## src/rtl/prog_loader.sv

```systemverilog
`default_nettype none
// ============================================================================
// prog_loader : streams a length-prefixed, checksummed program into the
//               instruction memory and holds the CPU until the image verifies.
// Revision    : 1.0
// ============================================================================
module prog_loader #(
  parameter int ADDR_W  = 8,
  parameter int TIMEOUT = 1024
) (
  input  logic              clk,
  input  logic              reset,
  input  logic              start,
  input  logic              in_valid,
  input  logic [7:0]        in_data,
  output logic              in_ready,
  output logic              mem_we,
  output logic [ADDR_W-1:0] mem_addr,
  output logic [15:0]       mem_wdata,
  output logic              cpu_hold,
  output logic              busy,
  output logic              done,
  output logic              err,
  output logic [ADDR_W:0]   words_loaded
);

  localparam int              TO_W      = $clog2(TIMEOUT + 1);
  localparam logic [TO_W-1:0] TO_LAST   = TO_W'(TIMEOUT - 1);
  localparam logic [TO_W-1:0] TO_ONE    = TO_W'(1);
  localparam logic [ADDR_W:0] WORD_ONE  = (ADDR_W + 1)'(1);
  localparam logic [16:0]     MAX_WORDS = 17'd1 << ADDR_W;

  typedef enum logic [2:0] {
    S_IDLE    = 3'd0,
    S_LEN_HI  = 3'd1,
    S_LEN_LO  = 3'd2,
    S_DATA_HI = 3'd3,
    S_DATA_LO = 3'd4,
    S_CHECK   = 3'd5,
    S_DONE    = 3'd6,
    S_ERR     = 3'd7
  } state_t;

  state_t            state, state_nxt;
  logic [15:0]       len_q, len_nxt;
  logic [7:0]        hi_q, hi_nxt;
  logic [7:0]        chk_q, chk_nxt;
  logic [TO_W-1:0]   to_cnt, to_nxt;
  logic              mem_we_nxt, cpu_hold_nxt, busy_nxt, done_nxt, err_nxt;
  logic [ADDR_W-1:0] mem_addr_nxt;
  logic [15:0]       mem_wdata_nxt;
  logic [ADDR_W:0]   words_nxt;
  logic              xfer, go_err, last_word;
  logic [15:0]       len_full;

  assign in_ready  = (state == S_LEN_HI) || (state == S_LEN_LO) || (state == S_DATA_HI) ||
                     (state == S_DATA_LO) || (state == S_CHECK);
  assign xfer      = in_valid && in_ready;
  assign len_full  = {len_q[15:8], in_data};
  assign last_word = (16'(words_loaded) + 16'd1) == len_q;

  always_ff @(posedge clk or negedge reset) begin
    if (!reset) state <= S_IDLE;
    else        state <= state_nxt;
  end

  always_comb begin
    state_nxt     = state;
    len_nxt       = len_q;
    hi_nxt        = hi_q;
    chk_nxt       = chk_q;
    to_nxt        = to_cnt;
    mem_we_nxt    = 1'b0;
    mem_addr_nxt  = mem_addr;
    mem_wdata_nxt = mem_wdata;
    cpu_hold_nxt  = cpu_hold;
    busy_nxt      = busy;
    done_nxt      = done;
    err_nxt       = err;
    words_nxt     = words_loaded;
    go_err        = 1'b0;

    case (state)
      S_IDLE, S_DONE, S_ERR: begin
        if (start) begin
          state_nxt    = S_LEN_HI;
          chk_nxt      = 8'h00;
          words_nxt    = '0;
          done_nxt     = 1'b0;
          err_nxt      = 1'b0;
          cpu_hold_nxt = 1'b1;
          busy_nxt     = 1'b1;
          to_nxt       = '0;
        end
      end
      S_LEN_HI: if (xfer) begin
        len_nxt[15:8] = in_data;
        chk_nxt       = chk_q ^ in_data;
        state_nxt     = S_LEN_LO;
      end
      S_LEN_LO: if (xfer) begin
        len_nxt[7:0] = in_data;
        chk_nxt      = chk_q ^ in_data;
        // Longer images than the memory holds would wrap and overwrite word 0.
        if ((len_full == 16'd0) || ({1'b0, len_full} > MAX_WORDS)) go_err = 1'b1;
        else                                                       state_nxt = S_DATA_HI;
      end
      S_DATA_HI: if (xfer) begin
        hi_nxt    = in_data;
        chk_nxt   = chk_q ^ in_data;
        state_nxt = S_DATA_LO;
      end
      S_DATA_LO: if (xfer) begin
        mem_we_nxt    = 1'b1;
        mem_addr_nxt  = words_loaded[ADDR_W-1:0];
        mem_wdata_nxt = {hi_q, in_data};
        words_nxt     = words_loaded + WORD_ONE;
        chk_nxt       = chk_q ^ in_data;
        state_nxt     = last_word ? S_CHECK : S_DATA_HI;
      end
      S_CHECK: if (xfer) begin
        if (in_data == chk_q) begin
          state_nxt    = S_DONE;
          cpu_hold_nxt = 1'b0;
          done_nxt     = 1'b1;
          busy_nxt     = 1'b0;
        end else begin
          go_err = 1'b1;
        end
      end
      default: state_nxt = S_IDLE;
    endcase

    if (in_ready) begin
      if (xfer)                  to_nxt = '0;
      else if (to_cnt == TO_LAST) go_err = 1'b1;
      else                       to_nxt = to_cnt + TO_ONE;
    end

    if (go_err) begin
      state_nxt    = S_ERR;
      cpu_hold_nxt = 1'b1;
      err_nxt      = 1'b1;
      done_nxt     = 1'b0;
      busy_nxt     = 1'b0;
      to_nxt       = '0;
    end
  end

  always_ff @(posedge clk or negedge reset) begin
    if (!reset) begin
      len_q        <= 16'h0000;
      hi_q         <= 8'h00;
      chk_q        <= 8'h00;
      to_cnt       <= '0;
      mem_we       <= 1'b0;
      mem_addr     <= '0;
      mem_wdata    <= 16'h0000;
      cpu_hold     <= 1'b1;
      busy         <= 1'b0;
      done         <= 1'b0;
      err          <= 1'b0;
      words_loaded <= '0;
    end else begin
      len_q        <= len_nxt;
      hi_q         <= hi_nxt;
      chk_q        <= chk_nxt;
      to_cnt       <= to_nxt;
      mem_we       <= mem_we_nxt;
      mem_addr     <= mem_addr_nxt;
      mem_wdata    <= mem_wdata_nxt;
      cpu_hold     <= cpu_hold_nxt;
      busy         <= busy_nxt;
      done         <= done_nxt;
      err          <= err_nxt;
      words_loaded <= words_nxt;
    end
  end

endmodule
`default_nettype wire
```

## config.mk

```make
export PLATFORM = sky130hd
export DESIGN_NAME = prog_loader
export DESIGN_NICKNAME = d
export VERILOG_FILES = /design/src/rtl/prog_loader.sv
export SDC_FILE = /design/constraint.sdc
export NUM_CORES = 1
export LEC_CHECK = 0
export BUFFER_PORTS_ARGS = -buffer_cell sky130_fd_sc_hd__clkbuf_2
export CORE_ASPECT_RATIO = 0.75
export CORE_MARGIN = 10
export CORE_UTILIZATION = 50
export CTS_CLUSTER_DIAMETER = 80
export DETAILED_ROUTE_END_ITERATION = 16
export PLACE_DENSITY_LB_ADDON = 0.2
export SLEW_MARGIN = 20
export SYNTH_ARGS = -nofsm -noshare
export SYNTH_HDL_FRONTEND = slang
export SYNTH_SLANG_ARGS = --single-unit
export TNS_END_PERCENT = 10
```

## constraint.sdc

```tcl
create_clock -name clk -period 2.85 [get_ports clk]
set_input_delay 0.4275 -clock clk [delete_from_list [all_inputs] [get_ports clk]]
set_output_delay 0.4275 -clock clk [all_outputs]
set_load 0.01 [all_outputs]
```

After elaboration in Yosys (flattened, before gate mapping)
Index checks and enable logic that the tools add are counted.
Widths: inputs -> output; s select.
{"block": "op_classes", "magnitude_cmp": 1, "n_addsub": 3, "bitwise": 1, "n_mux": 46, "reduce_logical": 24, "eq_ne": 21}
{"operator": "$mux 11", "n": 6}
{"operator": "$mux 3", "n": 10}
{"operator": "$ne 3x3->1 const B", "n": 7}
{"operator": "$mux 1", "n": 20}
{"operator": "$mux 9", "n": 2}
{"operator": "$pmux 3 s6", "n": 1}
{"operator": "$pmux 9 s2", "n": 1}
{"operator": "$eq 10x16->1", "n": 1}
{"operator": "$gt 16x9->1 const B", "n": 1}
{"operator": "$logic_not 16->1", "n": 1}
{"operator": "$mux 8", "n": 2}
{"operator": "$pmux 8 s2", "n": 1}
{"operator": "$eq 3x3->1 const B", "n": 4}
{"operator": "$add 11x1->11 const B", "n": 1}
{"operator": "$eq 11x10->1 const B", "n": 1}
{"operator": "$add 9x1->10 const B", "n": 1}
{"operator": "$reduce_and 2->1", "n": 5}
{"operator": "$add 9x1->9 const B", "n": 1}
{"operator": "$eq 8x8->1", "n": 1}
{"operator": "$reduce_and 8->1", "n": 1}
{"operator": "$reduce_bool 2->1", "n": 4}
{"operator": "$xor 8x8->8", "n": 1}
{"operator": "$eq 3x2->1 const B", "n": 2}
{"operator": "$pmux 1 s2", "n": 3}
{"operator": "12 further kinds", "n": 18}
{"block": "word_totals", "inputBits": 12, "out_inout_bits": 39, "word_cells": 110, "ff_bits": 84}

Longest topological paths before layout
Gate-level depths: netlist (run 1).
{"block": "logic_depth", "depth_word": 13, "ltp_mapped": 8, "ltp_nobuf": 7}

Worst setup path before layout (run 1)
No wires, ideal clock.
{"block": "synth_path", "path_type": "reg-to-reg", "startpoint": "register words_loaded[0]", "endpoint": "register state[1]", "arrival_time_ns": 1.908, "setup_time_ns": 0.132, "required_time_ns": 2.718, "synth_period_minus_slack_ns": 2.040, "path_slack_ns": 0.810, "path_stages_with_launch": 8, "n_path_buf": 1, "cell_sequence": "dfrtp_1 > ha_1 > clkbuf_1 > nor3b_1 > o22ai_1 > mux2_2 > nor4_1 > o31ai_1"}
{"block": "synth_between", "elab_chain_cells": 6}
{"item": "from (decl)", "line": "24", "text": "output logic [ADDR_W:0] words_loaded"}
{"item": "from (signal assigned)", "line": "176", "text": "words_loaded <= words_nxt;"}
{"item": "$add 9x1->10", "line": "60", "text": "assign last_word = (16'(words_loaded) + 16'd1) == len_q;"}
{"item": "$eq 10x16->1", "line": "60"}
{"item": "$mux 3", "line": "119", "text": "state_nxt = last_word ? S_CHECK : S_DATA_HI;"}
{"item": "$mux 3", "line": "113", "text": "S_DATA_LO: if (xfer) begin"}
{"item": "$pmux 3 s6", "line": "83", "text": "case (state)"}
{"item": "$mux 3", "line": "140", "text": "if (go_err) begin"}
{"item": "to (signal assigned)", "line": "64", "text": "else state <= state_nxt;"}
{"item": "to (decl)", "line": "44", "text": "state_t state, state_nxt;"}
No other way between the ends. The select of a mux whose other input is x is not followed.
A chain may end at the register's enable or synchronous reset.

Worst setup path in the final report (run 1)
{"block": "layout_path", "startpoint": "register state[1]", "endpoint": "output in_ready"}
{"block": "layout_between", "elab_chain_cells": 5, "elab_cells_between_ends": 9, "classes_between": "eq/ne: 5; reduce/logical: 4"}
{"item": "$eq 3x1->1 or $eq 3x2->1 (tied branches)", "line": "56", "text": "assign in_ready = (state == S_LEN_HI) || (state == S_LEN_LO) || (state == S_DATA_HI) ||"}
{"item": "$logic_or 1x1->1 (3 in a row)", "line": "56"}
{"item": "$logic_or 1x1->1 *", "line": "57", "text": "(state == S_DATA_LO) || (state == S_CHECK);"}
{"item": "to (decl)", "line": "16", "text": "output logic in_ready,"}
Every way passes the cells marked *; elsewhere a longest branch is shown, timed or not.

==> results.sh, run 1 <==
export IMPL_coreArea_um2=7950
export IMPL_post_cts_resized=0
export IMPL_drv_cap=0
export IMPL_setup_viol=0
export IMPL_worstSetupStartpointType="flip-flop"
export IMPL_stdcell_area_um2=4680
export IMPL_syn_avg_cell_area_um2=9.41
export IMPL_tritoncts="yes"
export IMPL_synth_top_area_cell="dfrtp_1"
export IMPL_num_io_pins=51
export IMPL_post_route_min_period_ns=2.47
export IMPL_synth_warnings=0
export IMPL_wl_per_cell_um=16.1
export IMPL_grt_setup_unrepaired="false"
export IMPL_drc_errors=0
export IMPL_h_tree_depth=3
export IMPL_antenna_found_initial=0
export IMPL_clock_sinks=84
export IMPL_synth_mux_area_fraction_pct=6.85
export IMPL_dpl_hpwl_mm=6.69
export IMPL_synthDistinctLibCells=49
export IMPL_status="finished, final reports clean"
export IMPL_max_slew_worst_pin_slew_ns=0.740
export IMPL_cp_end_kind="output pin"
export IMPL_clk_pin_slew_ns=0.09
export IMPL_grt_pass1_wl_mm=16.4
export IMPL_final_common_cell="nand2_1"
export IMPL_vias=3240
export IMPL_die_w_um=125
export IMPL_syn_area_um2=4110
export IMPL_relSlewSlack_pct=50.7
export IMPL_critPathTopFamily="flip-flops"
export IMPL_drt_antenna_violating_nets=0
export IMPL_routed_wl_mm=9.59
export IMPL_synthCells=437
export IMPL_required_ns=2.42
export IMPL_grtUsageTotal_pct=15.9
export IMPL_synth_area_leaders="dfrtp_1 51%, nand2_1 9.6%, mux2_2 6.6%"
export IMPL_syn_nets=451
export IMPL_clk_latency_ns=0.36
export IMPL_arrival_ns=2.04
export IMPL_finClkSkew_ns=0.0136
export IMPL_drive_gt1_share_pct=20.2
export IMPL_synth_compound_area_share_pct=10.2
export IMPL_cts_path_max_buffers=2
export IMPL_diodes=0
export IMPL_slowest_stage="dfrtp_1"
export IMPL_synthAdderAreaFrac_pct=0.609
export IMPL_dpl_worst_slack_ns=0.547
export IMPL_finalHoldWorstSlack_ns=0.112
export IMPL_clockRootBuffer="clkbuf_8"
export IMPL_firstDrtPassIters=5
export IMPL_synth_edff_count=0
export IMPL_finalHoldViolCount=0
export IMPL_dieArea_um2=12300
export IMPL_fmax_mhz=406
export IMPL_die_h_um=98.5
export IMPL_layout_common_cells="105 x nand2_1, 83 x dfrtp_1, 49 x clkbuf_2"
export IMPL_setup_ws_ns=0.384
export IMPL_ys_seq_area_share_pct=51.2
export IMPL_gp_congestion=0.845
export IMPL_period_share_pct=86.5
export IMPL_synth_seq_cells=84
export IMPL_drtIter0Drc=222
export IMPL_synth_xor_area_share_pct=5.96
export IMPL_cts_buffers=9
export IMPL_num_nets_final=498
export IMPL_grt_overflow=0
export IMPL_path_class="reg -> out"
export IMPL_postSynth_asyncResetShare_pct=100
export IMPL_hold_buffers=0
export IMPL_powerDensity_nw_per_um2=946
export IMPL_cp_max_fo=16
export IMPL_slew_viol_final=0
export IMPL_syn2layout_area_growth_pct=13.8
export IMPL_hold_class="in -> async"
export IMPL_place_area_um2=4470
export IMPL_yosysTopAreaCellShare_pct=50.5
export IMPL_row_count=28
export IMPL_grt_max_degree=85
export IMPL_port_buffers=50
export IMPL_critPathBufInv=2
export IMPL_timing_setup_tns_ns=0
export IMPL_post_drt_via_cell_ratio=5.45
export IMPL_leakagePower_nw=2.27
export IMPL_slowest_delay_ns=0.55
export IMPL_cts_setup_buffers=0
export IMPL_synth_top_family_by_area="simple AND/OR/NAND/NOR gates"
export IMPL_first_global_vias=3159
export IMPL_synth_simple_area_share_pct=22.6
export IMPL_start_util_pct=51.7
export IMPL_vdd_drop_max_mv=0.413
export IMPL_synth_top_flop_cell="dfrtp_1"
export IMPL_path_cells="nor3_1, a21o_1, clkinv_1, clkbuf_2"
[power by group]
part	leakage (nW)	switching [mW]	total, mW	internal, mW
registers	1.08	0.376	1.99	1.61
logic	1.09	0.823	1.54	0.714
clock network	0.106	0.460	0.903	0.442
[registers in the layout, summed over array words and instances, names as in the netlist]
signal        cells
done              1
mem_wdata        16
hi_q              8
mem_addr          8
cpu_hold          1
state             3
to_cnt           11
mem_we            1
err               1
words_loaded      9
chk_q             8
len_q            16
busy              1
[layer usage]
layer	up-vias	share of wire, %	global-route usage (%)
met1	1550	47	21.8
met3	6	6.1	4.23
met5	-	0	0
li1	1588	-	-
met4	0	0.80	4.74
met2	96	46	24.2
[metrics by stage]
| step | power, mW | utilization, % | instances |
|---|---|---|---|
| after floorplan | 3.00 | - | 437 |
| after global placement | 3.50 | 56.2 | 578 |
| after detailed placement | 3.56 | 56.2 | 578 |
| after CTS | 4.48 | 58.8 | 594 |
| after global routing | 4.77 | 58.8 | 594 |
| final | 4.43 | 58.8 | 594 |
[kinds of logic (layout without fill, tap and decap cells)]
group	count (synthesis)	after routing
buffers and inverters	28	80
adder cells (fa/ha/maj)	2	2
flip-flops	84	84
multiplexers	25	25
XOR/XNOR	28	28
AND/OR/NAND/NOR	200	200
AO/OA/AOI/OAI	70	70
[path summary, 6_finish.rpt]
kind                                  startpoint                   endpoint  slack [ns]  depth (start not counted)
min in group clk                           start            err$_DFFE_PN0P_        0.33                          2
max in group asynchronous                  reset       state[0]$_DFFE_PN0P_        2.23                          1
setup reg to reg           len_q[10]$_DFFE_PN0P_       state[2]$_DFFE_PN0P_        0.52                          6
hold reg to reg              hi_q[6]$_DFFE_PN0P_  mem_wdata[14]$_DFFE_PN0P_        0.47                          2
setup / recovery            state[1]$_DFFE_PN0P_                   in_ready        0.38                          4
hold / removal                             reset    mem_addr[2]$_DFFE_PN0P_        0.11                          1
[cell usage after synthesis, drive strengths merged, types with 3 or more instances]
library cell  number
nand3b             3
nand4              9
inv                6
xnor2              9
a31oi              4
o31ai              4
mux2              25
nor2              29
nor4               4
o21ai             35
nor2b              3
dfrtp             83
nor3              10
and3b              3
xor2              19
clkbuf            18
nand2            105
o41ai              3
a21oi             13
buf                3
nand3             10
and3               4
nand2b             8
[layout make-up]
type	count	area, µm²
tap	105	131
clock inverter	5	67.6
clock buffer	11	141
sequential	84	2100
fill	690	3270
multi-input combinational	325	1900
timing repair buffer	57	309
inverter	7	26.3
No activity file was read; power rests on OpenSTA's default activity.
==> inputs of run 2 (changes only) <==
CTS_BUF_LIST = sky130_fd_sc_hd__clkbuf_16   (was not set)
==> results.sh, run 2 (synthesized netlist as in run 1, its figures left out) <==
export IMPL_status="finished, final reports clean"
export IMPL_gp_congestion=0.845
export IMPL_num_nets_final=498
export IMPL_arrival_ns=1.99
export IMPL_leakagePower_nw=2.31
export IMPL_h_tree_depth=3
export IMPL_grt_setup_unrepaired="false"
export IMPL_powerDensity_nw_per_um2=990
export IMPL_clk_pin_slew_ns=0.06
export IMPL_diodes=0
export IMPL_wl_per_cell_um=16.5
export IMPL_cp_max_fo=16
export IMPL_syn2layout_area_growth_pct=16.0
export IMPL_grt_max_degree=85
export IMPL_cts_setup_buffers=0
export IMPL_reg_top3="len_q (16), mem_wdata (16), to_cnt (11)"
export IMPL_post_drt_via_cell_ratio=5.43
export IMPL_required_ns=2.42
export IMPL_row_count=28
export IMPL_drtIter0Drc=229
export IMPL_dpl_worst_slack_ns=0.547
export IMPL_drt_antenna_violating_nets=0
export IMPL_cp_end_kind="output pin"
export IMPL_timing_setup_tns_ns=0
export IMPL_setup_viol=0
export IMPL_path_cells="nor3_1, a21o_1, clkinv_1, clkbuf_2"
export IMPL_start_util_pct=51.7
export IMPL_stdcell_area_um2=4770
export IMPL_clk_latency_ns=0.34
export IMPL_place_area_um2=4470
export IMPL_slowest_delay_ns=0.53
export IMPL_cts_buffers=9
export IMPL_finalHoldViolCount=0
export IMPL_path_class="reg -> out"
export IMPL_dp_cells=578
export IMPL_tritoncts="yes"
export IMPL_finalNonFillerCells=594
export IMPL_vias=3228
export IMPL_fmax_mhz=413
export IMPL_clockRootBuffer="clkbuf_16"
export IMPL_dpl_hpwl_mm=6.69
export IMPL_final_common_cell="nand2_1"
export IMPL_worstSetupStartpointType="flip-flop"
export IMPL_setup_ws_ns=0.428
export IMPL_port_buffers=50
export IMPL_die_w_um=125
export IMPL_grt_pass1_wl_mm=16.6
export IMPL_vdd_drop_max_mv=0.476
export IMPL_finClkSkew_ns=0.00875
export IMPL_first_global_vias=3131
export IMPL_cts_path_max_buffers=2
export IMPL_hold_class="in -> async"
export IMPL_die_h_um=98.5
export IMPL_post_route_min_period_ns=2.42
export IMPL_grtUsageTotal_pct=16.2
export IMPL_coreArea_um2=7950
export IMPL_max_slew_worst_pin_slew_ns=0.744
export IMPL_drc_errors=0
export IMPL_drive_gt1_share_pct=20.0
export IMPL_slew_viol_final=0
export IMPL_hold_buffers=0
export IMPL_grt_overflow=0
export IMPL_routed_wl_mm=9.79
export IMPL_period_share_pct=85.0
export IMPL_firstDrtPassIters=4
export IMPL_layout_common_cells="105 x nand2_1, 83 x dfrtp_1, 49 x clkbuf_2"
export IMPL_relSlewSlack_pct=50.4
export IMPL_num_io_pins=51
export IMPL_antenna_found_initial=0
export IMPL_dieArea_um2=12300
export IMPL_clock_sinks=84
export IMPL_slowest_stage="dfrtp_1"
export IMPL_post_cts_resized=0
export IMPL_drv_cap=0
[run 2: per-stage QoR]
| stage | hold WS (ns) | utilization, % | total power, mW |
|---|---|---|---|
| after global routing | 0.199 | 60.0 | 5.07 |
| final | 0.145 | 60.0 | 4.72 |
| after CTS | 0.323 | 59.9 | 4.77 |
| after detailed placement | 0.450 | 56.2 | 3.56 |
| after global placement | 0.446 | 56.2 | 3.50 |
| after floorplan | 0.132 | - | 3.00 |
[run 2: cell type report]
class                   instances  area, µm²
fillers                       675       3180
flip-flops and latches         84       2100
inverters                       7       26.3
well taps                     105        131
multi-input cells             325       1900
clock inverters                 7       75.1
repair buffers                 57        309
clock buffers                   9        225
[run 2: path summary, 6_finish.rpt]
path                            cells after the start                   from                         to  slack [ns]
worst min-delay path                                1                  reset    mem_addr[1]$_DFFE_PN0P_        0.14
min in group clk                                    2                  start            err$_DFFE_PN0P_        0.36
worst max-delay path                                4   state[1]$_DFFE_PN0P_                   in_ready        0.43
worst max register to register                      6  len_q[10]$_DFFE_PN0P_       state[2]$_DFFE_PN0P_        0.51
max in group asynchronous                           1                  reset       to_cnt[10]$_DFF_PN0_        2.21
worst min register to register                      2    hi_q[6]$_DFFE_PN0P_  mem_wdata[14]$_DFFE_PN0P_        0.47
[run 2: routing by layer]
layer  up-vias  global-route usage, %  part of all wire, %
met5         -                      0                    0
met3         2                   4.44                  5.2
met1      1559                   22.7                   48
met2        83                   24.3                   47
met4         0                   4.11                 0.32
li1       1584                      -                    -
[run 2: worst max-delay path, delay by kind of cell (launching register included)]
kind | cells | cell delay (ns)
and+or+nand+nor | 1 | 0.28
AOI/OAI and AO/OA | 1 | 0.30
DFF | 1 | 0.53
buffers and inverters | 2 | 0.54
[run 2: power breakdown]
part           switching (mW)  internal (mW)
logic                   0.836          0.714
registers               0.377           1.62
clock network           0.494          0.685
==> inputs of run 3 (changes only) <==
clock period = 2.3 ns   (was 2.85 ns; I/O delays follow)
==> results.sh, run 3 (synthesized netlist as in run 1, its figures left out) <==
export IMPL_status="finished with violations"
export IMPL_violations="negative hold slack"
export IMPL_num_nets_final=518
export IMPL_firstDrtPassIters=4
export IMPL_stdcell_area_um2=4970
export IMPL_reg_top3="len_q (16), mem_wdata (16), to_cnt (11)"
export IMPL_clock_sinks=84
export IMPL_drv_cap=0
export IMPL_relSlewSlack_pct=56.5
export IMPL_slowest_stage="or4bb_4"
export IMPL_seq_area_um2=2100
export IMPL_final_common_cell="nand2_1"
export IMPL_layout_common_cells="105 x nand2_1, 83 x dfrtp_1, 49 x clkbuf_2"
export IMPL_hold_buffers=0
export IMPL_power_frac_seq_pct=39.8
export IMPL_slowest_delay_ns=0.53
export IMPL_swShare_pct=35.1
export IMPL_row_count=28
export IMPL_h_tree_depth=3
export IMPL_wl_per_cell_um=16.5
export IMPL_worstSetupStartpointType="flip-flop"
export IMPL_setup_viol=0
export IMPL_power_switching_mw=2.13
export IMPL_max_slew_worst_pin_slew_ns=0.653
export IMPL_gp_congestion=0.860
export IMPL_vdd_drop_max_mv=0.705
export IMPL_die_w_um=125
export IMPL_syn2layout_area_growth_pct=20.9
export IMPL_multi_input_area_um2=1930
export IMPL_final_util_pct=62.5
export IMPL_grt_util_met2_pct=26.7
export IMPL_cts_path_max_buffers=2
export IMPL_clk_pin_slew_ns=0.06
export IMPL_fmax_mhz=448
export IMPL_first_global_vias=3441
export IMPL_clk_latency_ns=0.34
export IMPL_arrival_ns=2.46
export IMPL_hold_class="in -> async"
export IMPL_post_route_min_period_ns=2.23
export IMPL_vias=3413
export IMPL_drive_gt1_share_pct=23.8
export IMPL_grtUsageTotal_pct=16.6
export IMPL_finClkSkew_ns=0.00755
export IMPL_path_class="reg -> reg"
export IMPL_cp_max_fo=2
export IMPL_powerDensity_nw_per_um2=1220
export IMPL_clockPowerShare_pct=25.4
export IMPL_finalHoldViolCount=10
export IMPL_leakagePower_nw=2.42
export IMPL_grt_pass1_wl_mm=17.2
export IMPL_finalHoldWorstSlack_ns=-0.00897
export IMPL_cts_buffers=9
export IMPL_intPower_mw=3.94
export IMPL_tritoncts="yes"
export IMPL_antenna_found_initial=0
export IMPL_dpl_hpwl_mm=7.12
export IMPL_coreArea_um2=7950
export IMPL_num_io_pins=51
export IMPL_clockRootBuffer="clkbuf_16"
export IMPL_met3_usage_pct=5.41
export IMPL_grt_busiest_layer="met2"
export IMPL_routed_wl_mm=10.1
export IMPL_cp_end_kind="flip-flop"
export IMPL_dieArea_um2=12300
export IMPL_start_util_pct=51.7
export IMPL_die_h_um=98.5
export IMPL_required_ns=2.53
export IMPL_grt_overflow=0
export IMPL_grt_util_met1_pct=21.6
export IMPL_grt_max_degree=45
export IMPL_slew_viol_final=0
export IMPL_post_drt_via_cell_ratio=5.56
export IMPL_fillCellCount=683
export IMPL_drc_errors=0
export IMPL_drtIter0Drc=250
export IMPL_period_share_pct=97.1
export IMPL_drt_antenna_violating_nets=0
export IMPL_place_area_um2=4630
export IMPL_path_cells="nor4_2, or4bb_4, o41ai_4, a21oi_2, nor3_2, a21bo_1"
export IMPL_combPwrFrac_pct=34.8
export IMPL_diodes=0
export IMPL_port_buffers=50
## run 3: power groups by stage
stage | clock, mW | combinational (mW) | sequential [mW]
3_3_place_gp | 0 | 2.01 | 2.39
4_1_cts | 1.57 | 2.09 | 2.41
3_5_place_dp | 0 | 2.08 | 2.43
2_1_floorplan | 0 | 1.30 | 2.42
6_report | 1.54 | 2.11 | 2.42
5_1_grt | 1.64 | 2.35 | 2.50
## run 3: final timing paths
path,start,endpoint,slack (ns),cells past startpoint
worst min-delay path,reset,mem_addr[4]$_DFFE_PN0P_,-0.009,1
worst min register to register,cpu_hold$_DFFE_PN1P_,cpu_hold$_DFFE_PN1P_,0.46,2
worst max register to register,len_q[10]$_DFFE_PN0P_,state[2]$_DFFE_PN0P_,0.07,6
worst max-delay path,len_q[10]$_DFFE_PN0P_,state[2]$_DFFE_PN0P_,0.07,6
min in group clk,start,err$_DFFE_PN0P_,0.28,2
max in group asynchronous,reset,to_cnt[5]$_DFF_PN0_,1.68,2
## run 3: cell type report
cell class / instances / area share [%]
Clock inverter: 7 / 1.86
Clock buffer: 9 / 4.53
Sequential cell: 84 / 42.3
Timing Repair Buffer: 77 / 9.41
Multi-Input combinational cell: 325 / 38.7
Tap cell: 105 / 2.64
Inverter: 7 / 0.528
## run 3: routing by layer
| layer | part of all wire [%] | wire length (µm) |
|---|---|---|
| met2 | 47 | 4790 |
| met1 | 46 | 4680 |
| met5 | 0 | 0 |
| met3 | 5.9 | 595 |
| met4 | 0.50 | 51 |
## run 3: timing repair
action	4_1_cts	5_1_grt
setup buffers	0	0
endpoints found under the setup margin	0	1
resized for setup	0	4
## run 3: per-stage QoR
stage	std cells	setup TNS, ns	power (mW)	setup WS, ns
after floorplan	437	0	3.71	0.260
after global placement	598	0	4.41	0.127
after detailed placement	598	0	4.50	0.0760
after CTS	614	0	6.07	0.0568
after global routing	614	-0.0247	6.48	-0.0247
final	614	0	6.07	0.0663
## run 3: worst max-delay path: cells and delay by family, from the launching register on
kind | cells | cell delay (ns)
simple gates | 3 | 1.07
flops | 1 | 0.40
compound gates | 3 | 0.65
